**src/rtl/cpu_pkg.sv**
```systemverilog
// Shared CPU definitions for the fetch stage: FSM encoding, default widths,
// and the halt sentinel word.
package cpu_pkg;

    localparam int DATA_WIDTH_DEF  = 32;
    localparam int ADX_LENGTH_DEF  = 7;
    localparam int BOOT_CYCLES_DEF = 16;
    localparam logic [31:0] HALT_WORD_DEF = 32'hFFFF_FFFF;

    typedef enum logic [1:0] {
        BOOT = 2'd0,
        RUN  = 2'd1,
        HALT = 2'd2
    } fetch_state_e;

endpackage

```
**src/rtl/instr_fetch_unit_if.sv**
```systemverilog
// Instruction SRAM read bus; the fetch unit is master, the SRAM is slave.
interface instr_fetch_unit_if #(
    parameter int DATA_WIDTH = 32,
    parameter int ADX_LENGTH = 7
);
    logic [ADX_LENGTH-1:0] im_adx;
    logic                  im_wren;
    logic [DATA_WIDTH-1:0] im_data;

    modport master (output im_adx, output im_wren, input  im_data);
    modport slave  (input  im_adx, input  im_wren, output im_data);
endinterface

```
**src/rtl/fetch_pc_reg.sv**
```systemverilog
// Program counter register: load beats hold, hold beats increment; wraps
// modulo 2^ADX_LENGTH.
module fetch_pc_reg #(
    parameter int ADX_LENGTH = 7
) (
    input  logic                  clk,
    input  logic                  rst,
    input  logic                  load_i,
    input  logic [ADX_LENGTH-1:0] load_val_i,
    input  logic                  inc_i,
    input  logic                  hold_i,
    output logic [ADX_LENGTH-1:0] pc_o
);

    logic [ADX_LENGTH-1:0] pc_q, pc_d;

    always_comb begin
        pc_d = pc_q;
        if (load_i)
            pc_d = load_val_i;
        else if (!hold_i && inc_i)
            pc_d = pc_q + ADX_LENGTH'(1);
    end

    always_ff @(posedge clk) begin
        if (!rst)
            pc_q <= '0;
        else
            pc_q <= pc_d;
    end

    assign pc_o = pc_q;

endmodule

```
**src/rtl/instr_fetch_unit.sv**
```systemverilog
// Instruction fetch stage: boot wait, PC sequencing with branch/stall, and the
// IF/ID register that tags each fetched word with its address.
module instr_fetch_unit
    import cpu_pkg::*;
#(
    parameter int                    DATA_WIDTH  = DATA_WIDTH_DEF,
    parameter int                    ADX_LENGTH  = ADX_LENGTH_DEF,
    parameter int                    BOOT_CYCLES = BOOT_CYCLES_DEF,
    parameter logic [DATA_WIDTH-1:0] HALT_WORD   = DATA_WIDTH'(HALT_WORD_DEF)
) (
    input  logic                   clk,
    input  logic                   rst,
    instr_fetch_unit_if.master     im,
    input  logic                   stall,
    input  logic                   branch_en,
    input  logic [ADX_LENGTH-1:0]  branch_target,
    output logic [ADX_LENGTH-1:0]  pc,
    output logic [DATA_WIDTH-1:0]  instr,
    output logic [ADX_LENGTH-1:0]  instr_pc,
    output logic                   instr_valid,
    output logic                   halted
);

    localparam int BW = $clog2(BOOT_CYCLES + 1);

    fetch_state_e          state_q, state_d;
    logic [BW-1:0]         boot_cnt_q, boot_cnt_d;
    logic [DATA_WIDTH-1:0] instr_q, instr_d;
    logic [ADX_LENGTH-1:0] instr_pc_q, instr_pc_d;
    logic                  valid_q, valid_d;
    logic                  halted_q, halted_d;
    logic                  pc_load, pc_inc, pc_hold;

    fetch_pc_reg #(.ADX_LENGTH(ADX_LENGTH)) u_pc (
        .clk        (clk),
        .rst        (rst),
        .load_i     (pc_load),
        .load_val_i (branch_target),
        .inc_i      (pc_inc),
        .hold_i     (pc_hold),
        .pc_o       (pc)
    );

    always_comb begin
        state_d    = state_q;
        boot_cnt_d = boot_cnt_q;
        instr_d    = instr_q;
        instr_pc_d = instr_pc_q;
        valid_d    = valid_q;
        halted_d   = halted_q;
        pc_load    = 1'b0;
        pc_inc     = 1'b0;
        pc_hold    = 1'b1;

        unique case (state_q)
            BOOT: begin
                valid_d    = 1'b0;
                boot_cnt_d = boot_cnt_q + BW'(1);
                if (boot_cnt_q == BW'(BOOT_CYCLES - 1))
                    state_d = RUN;
            end
            RUN: begin
                // Branch wins even over stall: the word read this cycle is squashed.
                if (branch_en) begin
                    pc_load = 1'b1;
                    valid_d = 1'b0;
                end else if (stall) begin
                    pc_hold = 1'b1;
                end else if (im.im_data == HALT_WORD) begin
                    valid_d  = 1'b0;
                    halted_d = 1'b1;
                    state_d  = HALT;
                end else begin
                    instr_d    = im.im_data;
                    instr_pc_d = pc;
                    valid_d    = 1'b1;
                    pc_hold    = 1'b0;
                    pc_inc     = 1'b1;
                end
            end
            HALT: begin
                valid_d  = 1'b0;
                halted_d = 1'b1;
            end
            default: state_d = BOOT;
        endcase
    end

    always_ff @(posedge clk) begin
        if (!rst) begin
            state_q    <= BOOT;
            boot_cnt_q <= '0;
            instr_q    <= '0;
            instr_pc_q <= '0;
            valid_q    <= 1'b0;
            halted_q   <= 1'b0;
        end else begin
            state_q    <= state_d;
            boot_cnt_q <= boot_cnt_d;
            instr_q    <= instr_d;
            instr_pc_q <= instr_pc_d;
            valid_q    <= valid_d;
            halted_q   <= halted_d;
        end
    end

    assign im.im_adx   = pc;
    assign im.im_wren  = 1'b1;
    assign instr       = instr_q;
    assign instr_pc    = instr_pc_q;
    assign instr_valid = valid_q;
    assign halted      = halted_q;

endmodule

```
**src/flat_wrapper.sv**
```systemverilog
// flat-port wrapper written by rule: the top's interface ports become plain ports
module instr_fetch_unit_flat import cpu_pkg::*;
#(
    parameter int                    DATA_WIDTH  = DATA_WIDTH_DEF,
    parameter int                    ADX_LENGTH  = ADX_LENGTH_DEF,
    parameter int                    BOOT_CYCLES = BOOT_CYCLES_DEF,
    parameter logic [DATA_WIDTH-1:0] HALT_WORD   = DATA_WIDTH'(HALT_WORD_DEF)
)
  (clk, rst, stall, branch_en, branch_target, pc, instr, instr_pc, instr_valid, halted, im_im_adx, im_im_wren, im_im_data);
  instr_fetch_unit_if #(.DATA_WIDTH(DATA_WIDTH), .ADX_LENGTH(ADX_LENGTH)) im_i ();
  input  logic clk;
  input  logic rst;
  input  logic stall;
  input  logic branch_en;
  input  logic [ADX_LENGTH-1:0] branch_target;
  output logic [ADX_LENGTH-1:0] pc;
  output logic [DATA_WIDTH-1:0] instr;
  output logic [ADX_LENGTH-1:0] instr_pc;
  output logic instr_valid;
  output logic halted;
  output wire logic [$bits(im_i.im_adx)-1:0] im_im_adx;
  output wire logic [$bits(im_i.im_wren)-1:0] im_im_wren;
  input wire logic [$bits(im_i.im_data)-1:0] im_im_data;
  assign im_im_adx = im_i.im_adx;
  assign im_im_wren = im_i.im_wren;
  assign im_i.im_data = im_im_data;
  instr_fetch_unit #(.DATA_WIDTH(DATA_WIDTH), .ADX_LENGTH(ADX_LENGTH), .BOOT_CYCLES(BOOT_CYCLES), .HALT_WORD(HALT_WORD)) u_core (.clk(clk), .rst(rst), .im(im_i), .stall(stall), .branch_en(branch_en), .branch_target(branch_target), .pc(pc), .instr(instr), .instr_pc(instr_pc), .instr_valid(instr_valid), .halted(halted));
endmodule
```
**config.mk**
```make
export PLATFORM = sky130hd
export DESIGN_NAME = instr_fetch_unit_flat
export DESIGN_NICKNAME = d
export VERILOG_FILES = /design/src/rtl/cpu_pkg.sv /design/src/rtl/instr_fetch_unit_if.sv /design/src/rtl/fetch_pc_reg.sv /design/src/rtl/instr_fetch_unit.sv /design/src/flat_wrapper.sv
export SDC_FILE = /design/constraint.sdc
export NUM_CORES = 1
export LEC_CHECK = 0
export CAP_MARGIN = 10
export CORE_ASPECT_RATIO = 1.25
export CORE_MARGIN = 2
export CORE_UTILIZATION = 47
export DETAILED_ROUTE_END_ITERATION = 6
export PLACE_DENSITY_LB_ADDON = 0.3
export SYNTH_ARGS = -nofsm -noshare
export SYNTH_HDL_FRONTEND = slang
export SYNTH_HIERARCHICAL = 1
export SYNTH_SLANG_ARGS = --single-unit
```
**constraint.sdc**
```tcl
create_clock -name clk -period 3.3 [get_ports clk]
set_input_delay 0.66 -clock clk [delete_from_list [all_inputs] [get_ports clk]]
set_output_delay 0.66 -clock clk [all_outputs]
set_load 0.05 [all_outputs]
```
==> impl_metrics.json, run 1 <==
{
  "syn2layout_area_growth_pct": 38.88,
  "finClkSkew_ns": 0.007249,
  "fin_cells": 422,
  "critPathTopFamily": "simple AND/OR/NAND/NOR gates",
  "drtIter0Drc": 95,
  "post_cts_buffers": 0,
  "antenna_found_initial": 0,
  "synth_most_common_cell": "nand2_1",
  "rsz0062_at_grt": "no",
  "outcome": "complete, no violations",
  "drt_wl_total_mm": 5.601,
  "setup_violations": 0,
  "seq_area_frac_synth_pct": 43.41,
  "boundaryPins": 99,
  "grt_max_degree": 53,
  "cts.sinks": 55,
  "rows": 29,
  "period_minus_slack_ns": 2.424,
  "power_mw": 1.161,
  "fin_setup_tns_ns": 0,
  "synthFlopType": "dfxtp_1",
  "grt_pass1_wl_mm": 9.349,
  "synth-edff-count": 0,
  "num_vias": 2174,
  "cts_hold_buffers": 0,
  "min_path_type": "flop to flop",
  "synth_seq_cells": 55,
  "postLayoutCellArea_um2": 3522,
  "syn_area_per_cell_um2": 9.256,
  "synthesis.instances": 274,
  "endpoint_kind": "flop",
  "arrival_ns": 2.64,
  "start_util_pct": 49.22,
  "drcViolationCount": 0,
  "relSlewSlack_pct": 45.40,
  "crit_chain": "clkdlybuf4s50_1 > nand4_2 > nor4_4 > a21boi_4 > inv_2 > nand2b_2 > mux2_2 > o211a_1",
  "crit_type": "primary input to flop",
  "maxCapViolations": 0,
  "cpPeakStageDelay_ns": 0.50,
  "final_nets": 405,
  "fin_crit_sh_pct": 73.47,
  "yosysTopAreaCell": "dfxtp_1",
  "cp_max_fo": 6,
  "cp.buffers_inverters": 2,
  "syn_area_um2": 2536,
  "ant_nets": 0,
  "finalHoldViolCount": 0,
  "gr-total-overflow": 0,
  "cts_buffer_depth": 2,
  "yosys-top-cells-count": "nand2_1 (81), dfxtp_1 (55), mux2i_1 (39)",
  "dpl.hpwl_mm": 4.196,
  "syn_nets": 320,
  "firstDrtPassIters": 4,
  "viasPerCell": 5.152,
  "power.density_nw_per_um2": 329.5,
  "cts-buffers-inserted": 5,
  "cts_resized": 0,
  "ctsHtreeMaxLevel": 2,
  "place_congestion": 0.7916,
  "grt.total_usage_pct": 19.20,
  "cts-root-buf": "clkbuf_8",
  "synth.top_cell.area_share_pct": 43.41,
  "synth_cell_type_count": 40,
  "grt_pass1_vias": 2129,
  "max_freq_mhz": 412.5,
  "die-area_um2": 6004,
  "cts.clk_slew.worst_paths_ns": 0.10,
  "coreArea_um2": 5152,
  "maxSlewViolCount": 0,
  "p_leak_nw": 1.256,
  "antenna_cells": 0,
  "synth_warnings": 6,
  "final_core_util_pct": 68.36,
  "crit_path_top_delay_cell": "clkdlybuf4s50_1",
  "async_flop_share_pct": 0,
  "synthTopCellsByArea": "dfxtp_1 (43%), mux2i_1 (15%), nand2_1 (12%)",
  "placement.io_buffers": 97,
  "drive_gt1_share_pct": 6.111,
  "tritoncts": "done",
  "place_area_um2": 3423,
  "critPathLaunchType": "primary input",
  "ir_worst_vdd_v": 0.0002081,
  "dp_cells": 414,
  "clkLatencyLatePin_ns": 0.31,
  "tightest_slew_ns": 0.8189,
  "required_ns": 3.51,
  "die_w_um": 69.71,
  "num-fill-cells": 449,
  "fp.dieH_um": 86.13,
  "wl_per_cell_um": 13.27
}
## layer usage
layer	routed length (um)	vias to the layer above	track usage (%)
met5	0	-	0
li1	-	1088	-
met1	2232	1011	19.81
met4	105	0	7.517
met3	352	8	5.640
met2	2910	67	36.36
## worst paths after layout
path                                         from                  end  slack, ns  cells after the start
worst max-delay path               im_im_data[14]  u_core/u_pc/pc_o[1]       0.88                      8
worst min-delay path             u_core/instr[18]     u_core/instr[18]       0.46                      2
worst max register to register  u_core/state_q[0]  u_core/u_pc/pc_o[4]       1.30                      6
worst min register to register   u_core/instr[18]     u_core/instr[18]       0.46                      2
## power breakdown
part           total, mW  internal [mW]  switching [mW]
clock              0.392          0.172           0.220
sequential         0.669          0.666         0.00252
combinational     0.0999         0.0557          0.0442
## area by class of cell
type / count / area [um^2] / share of cell area [%]
Clock inverter: 2 / 16.27 / 0.4618
Clock buffer: 6 / 82.58 / 2.345
Multi-Input combinational cell: 191 / 1234 / 35.03
Inverter: 6 / 22.52 / 0.6394
Sequential cell: 55 / 1101 / 31.26
Timing Repair Buffer: 100 / 988.4 / 28.06
Tap cell: 62 / 77.57 / 2.202
## metrics by stage
step	setup WS, ns	hold WS (ns)
after global placement	0.5920	0.4414
after global routing	0.7236	0.4770
final	0.8756	0.4599
after detailed placement	0.5415	0.4489
after floorplan	0.9739	0.4706
after CTS	0.8784	0.4634
## kinds of logic (layout without fill, tap and decap cells)
logic type	after synthesis	in the layout	share of synthesized area, %
AOI/OAI and AO/OA	23	23	6.117
xor gates and xnor gates	5	5	1.727
adders and majority gates	3	3	1.480
buffers and inverters	28	114	8.239
DFF	55	55	43.41
muxes	40	40	15.84
other	1	1	0.1479
and+or+nand+nor	119	119	23.04
## placed cells by master (no fill, tap or decap), types with 2 or more instances in the layout
cell / instances
clkdlybuf4s50_1: 96
nand2_1: 81
dfxtp_1: 55
mux2i_1: 39
o21ai_0: 8
nand4_1: 7
nor2_1: 7
clkbuf_8: 6
inv_1: 5
nand2b_1: 4
a31oi_1: 4
nand3_1: 3
a21oi_1: 3
o211a_1: 3
xor2_1: 3
ha_1: 3
buf_4: 3
or3_1: 3
nor4_4: 2
nand4_2: 2
xnor2_1: 2
nor4_1: 2
## flip-flops by register name, indices dropped and copies added, names as in the netlist
name,count
u_core/u_pc/pc_o,7
u_core/boot_cnt_q,5
u_core/halted,1
u_core/state_q,2
u_core/instr,32
u_core/instr_pc,7
u_core/instr_valid,1
## worst register-to-register path, cell delays in order, from the launching register on
cell and delay, ns:
dfxtp_1 0.45, nor4b_2 0.29, a21boi_4 0.30, inv_2 0.06, nand2b_2 0.23, o31a_1 0.29
o311a_1 0.28
Note: power is estimated with default switching activity, not from simulation.
==> run 2, diff against run 1 <==
--- a/config.mk
+++ b/config.mk
@@ -8,7 +8,7 @@
 export CAP_MARGIN = 10
 export CORE_ASPECT_RATIO = 1.25
 export CORE_MARGIN = 2
-export CORE_UTILIZATION = 47
+export CORE_UTILIZATION = 39
 export DETAILED_ROUTE_END_ITERATION = 6
 export PLACE_DENSITY_LB_ADDON = 0.3
 export SYNTH_ARGS = -nofsm -noshare
==> constraint.sdc (replaced) <==
create_clock -name clk -period 2.1 [get_ports clk]
set_input_delay 0.42 -clock clk [delete_from_list [all_inputs] [get_ports clk]]
set_output_delay 0.42 -clock clk [all_outputs]
set_load 0.05 [all_outputs]
==> impl_metrics.json, run 2 (synthesis gave the netlist of run 1 again) <==
{
  "outcome": "complete, no violations",
  "min_path_type": "primary input to flop",
  "dp_slack_ns": -0.3996,
  "ir_worst_vdd_v": 0.0003111,
  "drcViolationCount": 0,
  "drt_wl_total_mm": 5.762,
  "rows": 32,
  "grt_pass1_vias": 2132,
  "start_util_pct": 40.60,
  "endpoint_kind": "flop",
  "boundaryPins": 99,
  "finClkSkew_ns": 0.01219,
  "ctsHtreeMaxLevel": 2,
  "rsz0062_at_grt": "no",
  "postLayoutCellArea_um2": 3704,
  "cpPeakStageDelay_ns": 0.51,
  "largest_reg_flops": 32,
  "tightest_slew_ns": 0.5195,
  "maxSlewViolCount": 0,
  "crit_chain": "clkdlybuf4s50_1 > nand4_2 > nor4_4 > a21boi_4 > buf_4 > nand2b_4 > mux2_2 > o211a_1",
  "relSlewSlack_pct": 65.26,
  "place_congestion": 0.7523,
  "netSwitchingPower_mw": 0.3931,
  "grt_pass1_wl_mm": 9.563,
  "syn2layout_area_growth_pct": 46.03,
  "viasPerCell": 4.808,
  "cts.clk_slew.worst_paths_ns": 0.10,
  "fp.dieH_um": 94.16,
  "placement.io_buffers": 97,
  "p_int_mw": 1.474,
  "coreArea_um2": 6246,
  "cp_max_fo": 5,
  "cts-root-buf": "clkbuf_8",
  "period_minus_slack_ns": 2.034,
  "wl_per_cell_um": 12.44,
  "firstDrtPassIters": 4,
  "drive_gt1_share_pct": 10.32,
  "final_core_util_pct": 59.29,
  "p_clk_share_pct": 35.8,
  "antenna_found_initial": 0,
  "maxCapViolations": 0,
  "crit_type": "primary input to flop",
  "layout_common_cells": "nand2_1 (81), clkdlybuf4s50_1 (67), dfxtp_1 (55)",
  "tritoncts": "done",
  "drtIter0Drc": 68,
  "min_delay_path_depth": 3,
  "power.density_nw_per_um2": 504.0,
  "cts_hold_buffers": 0,
  "p_leak_nw": 1.488,
  "mostFrequentLayoutCell": "nand2_1",
  "grt_max_degree": 37,
  "die_w_um": 76.13,
  "dpl.hpwl_mm": 4.334,
  "critPathTopFamily": "buffers and inverters",
  "p_comb_share_pct": 7.9,
  "cts.sinks": 55,
  "crit_path_top_delay_cell": "clkdlybuf4s50_1",
  "pwr-share-seq_pct": 56.3,
  "cts_buffer_depth": 2,
  "clkLatencyLatePin_ns": 0.30,
  "num_vias": 2226,
  "place_area_um2": 3550,
  "setup_violations": 0,
  "required_ns": 2.31,
  "reg2reg_depth": 6,
  "grt.total_usage_pct": 16.22,
  "arrival_ns": 2.24,
  "critical_path_cell_count": 8,
  "fin_crit_sh_pct": 96.84,
  "cp.buffers_inverters": 2,
  "die-area_um2": 7168,
  "critPathLaunchType": "primary input",
  "finalHoldViolCount": 0,
  "max_freq_mhz": 491.7,
  "cts-buffers-inserted": 5,
  "gr-total-overflow": 0,
  "final_nets": 424,
  "antenna_cells": 0,
  "ant_nets": 0,
  "switching_share_pct": 21.06,
  "fin_ws_ns": 0.06628
}
-- run 2: layout make-up --
| type | count | area, um^2 |
|---|---|---|
| sequential | 55 | 1101 |
| timing repair buffer | 119 | 1132 |
| clock buffer | 6 | 72.57 |
| tap | 85 | 106.4 |
| multi-input combinational | 191 | 1239 |
| fill | 595 | 2542 |
| clock inverter | 1 | 30.03 |
| inverter | 6 | 22.52 |
-- run 2: power by group through the flow --
| stage | Combinational, mW | Sequential (mW) | Clock (mW) |
|---|---|---|---|
| after global placement | 0.162 | 1.08 | 0 |
| after floorplan | 0.0581 | 1.07 | 0 |
| after CTS | 0.150 | 1.05 | 0.699 |
| after detailed placement | 0.163 | 1.08 | 0 |
| final | 0.147 | 1.05 | 0.669 |
| after global routing | 0.163 | 1.05 | 0.737 |
-- run 2: path summary, 6_finish.rpt --
kind	startpoint	endpoint	slack, ns
setup / recovery	im_im_data[14]	u_core/u_pc/pc_o[1]	0.07
hold / removal	im_im_data[28]	u_core/instr[28]	0.41
setup reg to reg	u_core/state_q[1]	u_core/instr[26]	0.28
hold reg to reg	u_core/instr[6]	u_core/instr[6]	0.46
-- run 2: what timing repair did --
item	CTS	global route
setup buffers	3	3
gates cloned	0	0
endpoints found under the setup margin	2	34
pin swaps	9	5
gates resized for setup	22	10
-- run 2: worst register-to-register path, stage by stage, from the launching register on --
cell	delay, ns
dfxtp_1	0.33
nor4b_2	0.28
a21boi_4	0.29
buf_4	0.15
buf_6	0.20
buf_4	0.29
mux2i_1	0.23
-- run 2: per-stage QoR --
step | total power, mW | hold slack, ns | instances | setup TNS (ns)
6_report | 1.867 | 0.4137 | 463 | 0
5_1_grt | 1.952 | 0.4184 | 463 | 0
4_1_cts | 1.901 | 0.4608 | 460 | 0
3_5_place_dp | 1.239 | 0.4463 | 450 | -9.867
3_3_place_gp | 1.237 | 0.4412 | 450 | -9.032
2_1_floorplan | 1.133 | 0.4706 | 274 | 0
-- run 2: routing by layer --
layer	wire length [um]	global-route usage, %
met5	0	0
met4	94	5.606
met3	375	5.288
met2	2850	29.76
met1	2442	17.57
